## src/rtl/mux_scan_pkg.sv

```systemverilog
// Shared types and constants for the mux4 select-line scan sequencer.
// Contents: scan FSM state enum, channel count/width, settle counter width.
// Imported by next_ch_sel and mux_scan_ctrl.
package mux_scan_pkg;

    localparam int NUM_CH     = 4;
    localparam int CH_W       = 2;
    // Largest legal settle time; the counter is sized to hold SETTLE_MAX-1.
    localparam int SETTLE_MAX = 255;
    localparam int CNT_W      = $clog2(SETTLE_MAX + 1);

    typedef enum logic [1:0] {
        IDLE,
        SETTLE,
        SAMPLE,
        DONE
    } scan_state_t;

endpackage

```

## src/rtl/next_ch_sel.sv

```systemverilog
// Purpose: combinational priority finder for the next enabled mux channel.
// Ports:   mask_i (channel enables), cur_ch_i (current channel), first_i (search
//          from channel 0 inclusive) -> next_ch_o (lowest hit), found_o (any hit).
module next_ch_sel
    import mux_scan_pkg::*;
(
    input  logic [NUM_CH-1:0] mask_i,
    input  logic [CH_W-1:0]   cur_ch_i,
    input  logic              first_i,
    output logic [CH_W-1:0]   next_ch_o,
    output logic              found_o
);

    // Walk from the top channel down so the lowest qualifying channel is
    // the last assignment and therefore wins.
    always_comb begin
        next_ch_o = '0;
        found_o   = 1'b0;
        for (int i = NUM_CH - 1; i >= 0; i--) begin
            if (mask_i[i] && (first_i || (i > int'(cur_ch_i)))) begin
                next_ch_o = CH_W'(i);
                found_o   = 1'b1;
            end
        end
    end

endmodule

```

## src/rtl/mux_scan_ctrl.sv

```systemverilog
// Purpose: steps mux4 select lines over enabled channels, settling then sampling
//          each, and assembles a 4-bit snapshot of the mux inputs.
// Ports:   clk/rst_n (sync active-low), start/mask request, mux_out from mux4;
//          s0/s1 selects, busy, done pulse, result snapshot (all registered state).
module mux_scan_ctrl
    import mux_scan_pkg::*;
#(
    parameter int SETTLE_CYCLES = 2
) (
    input  logic              clk,
    input  logic              rst_n,
    input  logic              start,
    input  logic [NUM_CH-1:0] mask,
    input  logic              mux_out,
    output logic              s0,
    output logic              s1,
    output logic              busy,
    output logic              done,
    output logic [NUM_CH-1:0] result
);

    // The SETTLE state runs from SETTLE_CYCLES-1 down to 0 inclusive.
    localparam logic [CNT_W-1:0] CNT_LOAD = CNT_W'(SETTLE_CYCLES - 1);

    scan_state_t       state_q, state_d;
    logic [NUM_CH-1:0] mask_q, mask_d;
    logic [CH_W-1:0]   sel_q, sel_d;
    logic [CNT_W-1:0]  cnt_q, cnt_d;
    logic [NUM_CH-1:0] result_q, result_d;

    logic              in_idle;
    logic [NUM_CH-1:0] find_mask;
    logic [CH_W-1:0]   nxt_ch;
    logic              nxt_found;

    // One finder serves both the first-channel lookup at accept (using the
    // live mask input, which is being latched that same edge) and each
    // advance after a sample (using the latched mask).
    assign in_idle   = (state_q == IDLE);
    assign find_mask = in_idle ? mask : mask_q;

    next_ch_sel u_next_ch_sel (
        .mask_i    (find_mask),
        .cur_ch_i  (sel_q),
        .first_i   (in_idle),
        .next_ch_o (nxt_ch),
        .found_o   (nxt_found)
    );

    always_comb begin
        state_d  = state_q;
        mask_d   = mask_q;
        sel_d    = sel_q;
        cnt_d    = cnt_q;
        result_d = result_q;

        unique case (state_q)
            IDLE: begin
                if (start) begin
                    mask_d   = mask;
                    result_d = '0;
                    if (nxt_found) begin
                        sel_d   = nxt_ch;
                        cnt_d   = CNT_LOAD;
                        state_d = SETTLE;
                    end else begin
                        // Empty mask: select lines keep their old value.
                        state_d = DONE;
                    end
                end
            end
            SETTLE: begin
                if (cnt_q == '0) begin
                    state_d = SAMPLE;
                end else begin
                    cnt_d = cnt_q - CNT_W'(1);
                end
            end
            SAMPLE: begin
                result_d[sel_q] = mux_out;
                if (nxt_found) begin
                    sel_d   = nxt_ch;
                    cnt_d   = CNT_LOAD;
                    state_d = SETTLE;
                end else begin
                    state_d = DONE;
                end
            end
            DONE: begin
                state_d = IDLE;
            end
            default: begin
                state_d = IDLE;
            end
        endcase
    end

    always_ff @(posedge clk) begin
        if (!rst_n) begin
            state_q  <= IDLE;
            mask_q   <= '0;
            sel_q    <= '0;
            cnt_q    <= '0;
            result_q <= '0;
        end else begin
            state_q  <= state_d;
            mask_q   <= mask_d;
            sel_q    <= sel_d;
            cnt_q    <= cnt_d;
            result_q <= result_d;
        end
    end

    assign s0     = sel_q[0];
    assign s1     = sel_q[1];
    assign busy   = !in_idle;
    assign done   = (state_q == DONE);
    assign result = result_q;

endmodule

```

## config.mk

```make
export PLATFORM = sky130hd
export DESIGN_NAME = mux_scan_ctrl
export DESIGN_NICKNAME = d
export VERILOG_FILES = /design/src/rtl/mux_scan_pkg.sv /design/src/rtl/next_ch_sel.sv /design/src/rtl/mux_scan_ctrl.sv
export SDC_FILE = /design/constraint.sdc
export NUM_CORES = 1
export LEC_CHECK = 0
export ABC_AREA = 1
export ABC_CLOCK_PERIOD_IN_PS = 3500
export BUFFER_PORTS_ARGS = -buffer_cell sky130_fd_sc_hd__buf_2
export CORE_MARGIN = 1.5
export CORE_UTILIZATION = 45
export DETAILED_ROUTE_END_ITERATION = 8
export HOLD_SLACK_MARGIN = 0.05
export PLACE_DENSITY = 0.7
export SETUP_SLACK_MARGIN = 0.2
export SLEW_MARGIN = 20
export SYNTH_ARGS = -nofsm -noshare
export SYNTH_HDL_FRONTEND = slang
export SYNTH_SLANG_ARGS = --single-unit
```

## constraint.sdc

```tcl
create_clock -name clk -period 3.5 [get_ports clk]
set_input_delay 0.35 -clock clk [delete_from_list [all_inputs] [get_ports clk]]
set_output_delay 0.35 -clock clk [all_outputs]
set_load 0.05 [all_outputs]
```

==> run summary, run 1 <==
Post-Place Setup Slack - 1.847 ns
relative slew slack - 0.7357
register area share after synthesis - 0.3502
Layout area overhead - 10.02%
Max-Cap Viols - 0
Syn Std Cell Area - 0.001086 mm^2
Slew @ Worst Pin - 0.3949 ns
Syn Nets - 177
gpl congestion - 0.9390
# port buffers - 15
HPWL Detailed - 1788 um
run status - finished, final reports clean
post-route antenna net violation count - 0
VDD IR max - 0.3832 mV
Worst Setup Path Type - flop to flop
Routed wire per std cell - 11.09 um
Hold-fix buffers, CTS - 0
I/O pin count - 16
setup tns final - 0 ns
vias per cell - 5.166
critical path startpoint category - flop
1st-pass router iterations - 4
register bit total from synthesis - 19
share of cells above drive strength 1 - 0.1639
critical path required time - 3.73 ns
Initial Util - 0.4817
initial antenna violation count - 0
Post-Syn Instances - 167
DR iter-0 viols - 28
drt total wl - 2340 um
Die W - 52.13 um
CP arrival - 1.91 ns
fin. max-slew vios - 0
Final period util - 0.4813
final hold violation count - 0
global-route wire length before repair - 4153 um
CTS buffer count - 3
FP Rows - 17
worst-skew pair later-pin latency - 0.29 ns
worst min path class - input port to flop
core box area - 0.002255 mm^2
GRT Total Usage - 0.2015
via count - 1090
Final nets - 194
Highest Clock Rate - 593.6 MHz
Root Driver - clkbuf_4
CTS H-tree depth - 1
Final Critical Period - 1.685 ns
post-synth cell types - 23
Clock Pin Slew Worst Setup and Hold Paths - 0.11 ns
CTS max path bufs - 2
P per Cell Area - 918.0 mW/mm^2
Setup Viol. Count Final - 0
grt ovf - 0
Crit Path Max Fanout - 14
CTS resizes - 0
dpl cells - 207
commonest non-fill, non-tap cell in the layout - nand2_1
Pleak - 0.5494 nW
DRC Markers - 0
syn avg cell area - 6.503 um^2
TritonCTS clock tree - yes
number of global-route vias before repair - 1011
unrepaired setup endpoints after global routing - false
Total Die Area - 0.002717 mm^2
commonest non-fill, non-tap cells in the layout - nand2_1, nor2_1, dfxtp_1, inv_1, a21oi_1
Setup Buffers After CTS - 0
largest net degree at the start of global routing - 16
# diodes - 0
Max Clock Skew - 0.001995 ns
Critical Path End Type - flop
CTS sink cnt - 19
Pwr Total - 1.097 mW
synth warn - 0
Final WS setup - 1.815 ns
Non-Filler Instances - 211
die height - 52.13 um
## sequential cells by signal (all words and copies together) (netlist names)
name / flops
cnt_q: 8
mask_q: 3
result: 4
sel_q: 2
state_q: 2
## synthesized netlist by cell type
master / n / share of area
o21ai_0: 8 / 0.037
a21oi_1: 18 / 0.083
dfxtp_1: 19 / 0.35
inv_2: 2 / 0.0069
nand2_4: 1 / 0.010
a32oi_1: 1 / 0.0081
nand4_1: 3 / 0.017
nand2_1: 34 / 0.12
o31ai_1: 1 / 0.0069
buf_2: 1 / 0.0046
nor3_1: 2 / 0.0092
or2_2: 1 / 0.0058
nor2_1: 25 / 0.086
nand2_2: 4 / 0.023
nand3_2: 1 / 0.0092
inv_1: 18 / 0.062
nand3_1: 17 / 0.078
nor2_2: 3 / 0.017
ha_1: 2 / 0.023
buf_6: 2 / 0.021
a31oi_1: 2 / 0.012
xor2_1: 1 / 0.0081
clkinv_1: 1 / 0.0035
## worst max-delay path, cell delays in order (launching register included)
cell and delay [ns]:
dfxtp_1 0.36, inv_1 0.12, ha_1 0.16, nand2_1 0.05, o21ai_0 0.33, nand2_2 0.25, nand2_1 0.16, nand2_1 0.06
a21oi_1 0.12
## layout make-up
| class | instances | area (um^2) |
|---|---|---|
| inverters | 21 | 78.83 |
| repair buffers | 15 | 75.07 |
| fillers | 254 | 1060 |
| well taps | 28 | 35.03 |
| flip-flops and latches | 19 | 380.4 |
| multi-input cells | 124 | 599.3 |
| clock buffers | 4 | 26.28 |
## where the power goes
| part | internal (mW) | leakage (nW) | total (mW) | switching (mW) |
|---|---|---|---|---|
| Combinational | 0.202 | 0.379 | 0.641 | 0.439 |
| Clock | 0.0443 | 0.0150 | 0.114 | 0.0693 |
| Sequential | 0.279 | 0.156 | 0.342 | 0.0633 |
| Total | 0.526 | 0.549 | 1.10 | 0.571 |
## cell families after synthesis
kind of cell             Yosys count  share of synthesized area
AO/OA/AOI/OAI                     30                     0.1463
adder cells (fa/ha/maj)            2                    0.02304
flip-flops                        19                     0.3502
XOR/XNOR                           1                   0.008066
AND/OR/NAND/NOR                   91                     0.3744
buffers and inverters             24                    0.09792
## stage by stage
stage / area [um^2] / hold WS, ns / utilization
floorplan: 1086 / 0.4415 / -
global placement: 1169 / 0.4518 / 0.5183
detailed placement: 1169 / 0.4630 / 0.5183
CTS: 1195 / 0.2898 / 0.5300
global route: 1195 / 0.3058 / 0.5300
finish: 1195 / 0.2847 / 0.5300
## final timing paths
kind	from	end	slack [ns]	depth (start not counted)
max	cnt_q[0]	cnt_q[0]	1.82	8
min	mask[2]	mask_q[2]	0.28	3
max reg2reg	cnt_q[0]	cnt_q[0]	1.82	8
min reg2reg	result[1]	result[1]	0.48	2
## layer usage
| layer | share of wire | up-vias | global-route usage |
|---|---|---|---|
| met5 | 0 | - | 0 |
| met1 | 0.51 | 487 | 0.2709 |
| li1 | - | 577 | - |
| met4 | 0.0060 | 0 | 0.04386 |
| met2 | 0.45 | 24 | 0.3354 |
| met3 | 0.034 | 2 | 0.03448 |
Note: power is estimated with default switching activity, not from simulation.
==> inputs of run 2 (changes only) <==
Settings changed: ABC_AREA 1 to 0, ABC_CLOCK_PERIOD_IN_PS 3500 to 1700.
Clock period 3.5 ns to 1.7 ns, I/O delays scaled along.
==> run 2 against run 1 <==
  * Sequential power grew 96%
  * Final cell count down 11%
  * Flip-flop and latch count stayed put
  * Utilization is 8.7 points higher
  * Global-route usage is 1.2 points higher
  * Critical path depth down 3
  * Worst hold slack worse by 0.18 ns
  * Clock skew about the same
  * Count of clock-buffer cells in the layout shrank 1
  * Final area increased by 16%
  * Maximum frequency rose by 3.8%
==> run summary, run 2 <==
run status - finished, final reports clean (unchanged)
Critical Path End Type - flop (unchanged)
Syn Nets - 145 (was 177)
commonest non-fill, non-tap cells in the layout - dfxtp_1, nand2_1, buf_2, a21oi_1, buf_4 (was nand2_1, nor2_1, dfxtp_1, inv_1, a21oi_1)
VDD IR max - 0.9858 mV (was 0.3832 mV)
Post-Syn Instances - 135 (was 167)
post-route antenna net violation count - 0 (unchanged)
TritonCTS clock tree - yes (unchanged)
HPWL Detailed - 1913 um (was 1788 um)
commonest non-fill, non-tap cell in the layout - dfxtp_1 (was nand2_1)
post-synth top area cell - dfxtp_1 (unchanged)
via count - 1077 (was 1090)
Post-synth top flop - dfxtp_1 (unchanged)
P per Cell Area - 1588 mW/mm^2 (was 918.0 mW/mm^2)
DRC Markers - 0 (unchanged)
1st-pass router iterations - 4 (unchanged)
CP max-delay cell - or4_4 (was dfxtp_1)
worst-skew pair later-pin latency - 0.31 ns (was 0.29 ns)
fin. max-slew vios - 0 (unchanged)
post-synth top area share - 0.3443 (was 0.3502)
CTS max path bufs - 2 (unchanged)
Max Clock Skew - 0.001505 ns (was 0.001995 ns)
top cells by area, synth - dfxtp_1, a21oi_1, nand2_1 (was dfxtp_1, nand2_1, nor2_1)
Commonest cells post-synth - dfxtp_1, nand2_1, a21oi_1 (was nand2_1, nor2_1, dfxtp_1)
CTS buffer count - 3 (unchanged)
Routed wire per std cell - 14.60 um (was 11.09 um)
synth warn - 0 (unchanged)
vias per cell - 5.759 (was 5.166)
Setup Viol. Count Final - 0 (unchanged)
Final Util - 0.6171 (was 0.5300)
CTS sink cnt - 19 (unchanged)
critical path startpoint category - flop (unchanged)
max incr delay on CP - 0.51 ns (was 0.36 ns)
Pwr Total - 2.210 mW (was 1.097 mW)
unrepaired setup endpoints after global routing - true (was false)
Fillers - 214 (was 254)
gpl congestion - 0.8656 (was 0.9390)
Clock Pin Slew Worst Setup and Hold Paths - 0.11 ns (about the same)
register area share after synthesis - 0.3443 (was 0.3502)
Crit Path Max Fanout - 4 (was 14)
Layout area overhead - 25.93% (was 10.02%)
GRT Total Usage - 0.2134 (was 0.2015)
Root Driver - clkbuf_4 (unchanged)
# port buffers - 15 (unchanged)
setup tns final - 0 ns (unchanged)
syn avg cell area - 8.184 um^2 (was 6.503 um^2)
EDFF count, synth - 0 (unchanged)
Max-Cap Viols - 0 (unchanged)
number of global-route vias before repair - 953 (was 1011)
CP Cell Sequence - or4_4, o31ai_4, buf_4, or2_1, o311a_1 (was inv_1, ha_1, nand2_1, o21ai_0, nand2_2, nand2_1, nand2_1, a21oi_1)
CP arrival - 1.88 ns (was 1.91 ns)
global-route wire length before repair - 4257 um (was 4153 um)
fraction of registers with async set/reset - 0 (unchanged)
FP Rows - 17 (unchanged)
Syn Std Cell Area - 0.001105 mm^2 (was 0.001086 mm^2)
I/O pin count - 16 (unchanged)
register bit total from synthesis - 19 (unchanged)
Pleak - 0.5678 nW (was 0.5494 nW)
relative slew slack - 0.6388 (was 0.7357)
worst min path class - input port to flop (unchanged)
final hold violation count - 0 (unchanged)
hold slack - 0.1077 ns (was 0.2847 ns)
Most flops, register - cnt_q (unchanged)
die height - 52.55 um (was 52.13 um)
core box area - 0.002255 mm^2 (unchanged)
most frequent cell after synthesis - dfxtp_1 (was nand2_1)
Worst Setup Path Type - flop to flop (unchanged)
Die W - 52.55 um (was 52.13 um)
grt ovf - 0 (unchanged)
largest net degree at the start of global routing - 13 (was 16)
share of cells above drive strength 1 - 0.3396 (was 0.1639)
Slew @ Worst Pin - 0.5369 ns (was 0.3949 ns)
# diodes - 0 (unchanged)
post-synth cell types - 45 (was 23)
Largest register FFs - 8 (unchanged)
Highest Clock Rate - 616.3 MHz (was 593.6 MHz)
drt total wl - 2731 um (was 2340 um)
Initial Util - 0.4900 (was 0.4817)
Final nets - 170 (was 194)
critical path required time - 1.96 ns (was 3.73 ns)
Final period util - 0.9544 (was 0.4813)
Total Die Area - 0.002762 mm^2 (was 0.002717 mm^2)
Final Critical Period - 1.623 ns (was 1.685 ns)
CTS H-tree depth - 1 (unchanged)
initial antenna violation count - 0 (unchanged)
DR iter-0 viols - 22 (was 28)
## run 2: worst max-delay path: cells and delay by family (launching register included)
family | cells | cell delay (ns)
AND/OR/NAND/NOR | 2 | 0.64
AO/OA/AOI/OAI | 2 | 0.39
flip-flops | 1 | 0.37
buffers and inverters | 1 | 0.17
## run 2: cell families after synthesis
kind of cell | Yosys count | synth area share
buf+inv | 17 | 0.06795
simple gates | 51 | 0.2582
compound gates | 42 | 0.2707
flops | 19 | 0.3443
mux | 4 | 0.03624
fa+ha+maj | 2 | 0.02265
## run 2: final timing paths
path	startpoint	end	slack (ns)	cells after the start
worst max-delay path	state_q[0]	sel_q[0]	0.08	5
worst min-delay path	mask[1]	mask_q[1]	0.11	3
worst max register to register	state_q[0]	sel_q[0]	0.08	5
worst min register to register	mask_q[1]	mask_q[1]	0.48	2
## run 2: metal layers
metal / vias up / wire length [um] / track usage
met4: 0 / 46 / 0.1111
met2: 36 / 1332 / 0.3458
met3: 5 / 125 / 0.03429
met5: - / 0 / 0
li1: 540 / - / -
met1: 496 / 1227 / 0.2698
## run 2: power breakdown
| part | internal, mW | total (mW) | switching, mW |
|---|---|---|---|
| Clock | 0.0881 | 0.243 | 0.155 |
| Combinational | 0.589 | 1.30 | 0.708 |
| Sequential | 0.546 | 0.669 | 0.123 |
## run 2: final cells by class
class	count	area [um^2]	share of cell area
inverters	10	37.54	0.02698
repair buffers	27	185.2	0.1331
clock inverters	1	5.005	0.003597
well taps	28	35.03	0.02518
multi-input cells	99	718.2	0.5162
flip-flops and latches	19	387.9	0.2788
clock buffers	3	22.52	0.01619
## run 2: repair_timing
action,4_1_cts,5_1_grt
pin swaps,8,5
gates resized for setup,9,17
setup endpoints to repair,13,16
hold buffers,0,0
cloned,0,0
buffers inserted,2,4
## run 2: per-stage QoR
stage               std cells  worst slack [ns]  cell area [um^2]
finish                    187           0.07746              1391
global placement          177            0.1173              1225
floorplan                 135            0.1112              1120
global route              187           0.02369              1391
detailed placement        177           0.04385              1225
CTS                       183           0.05384              1297
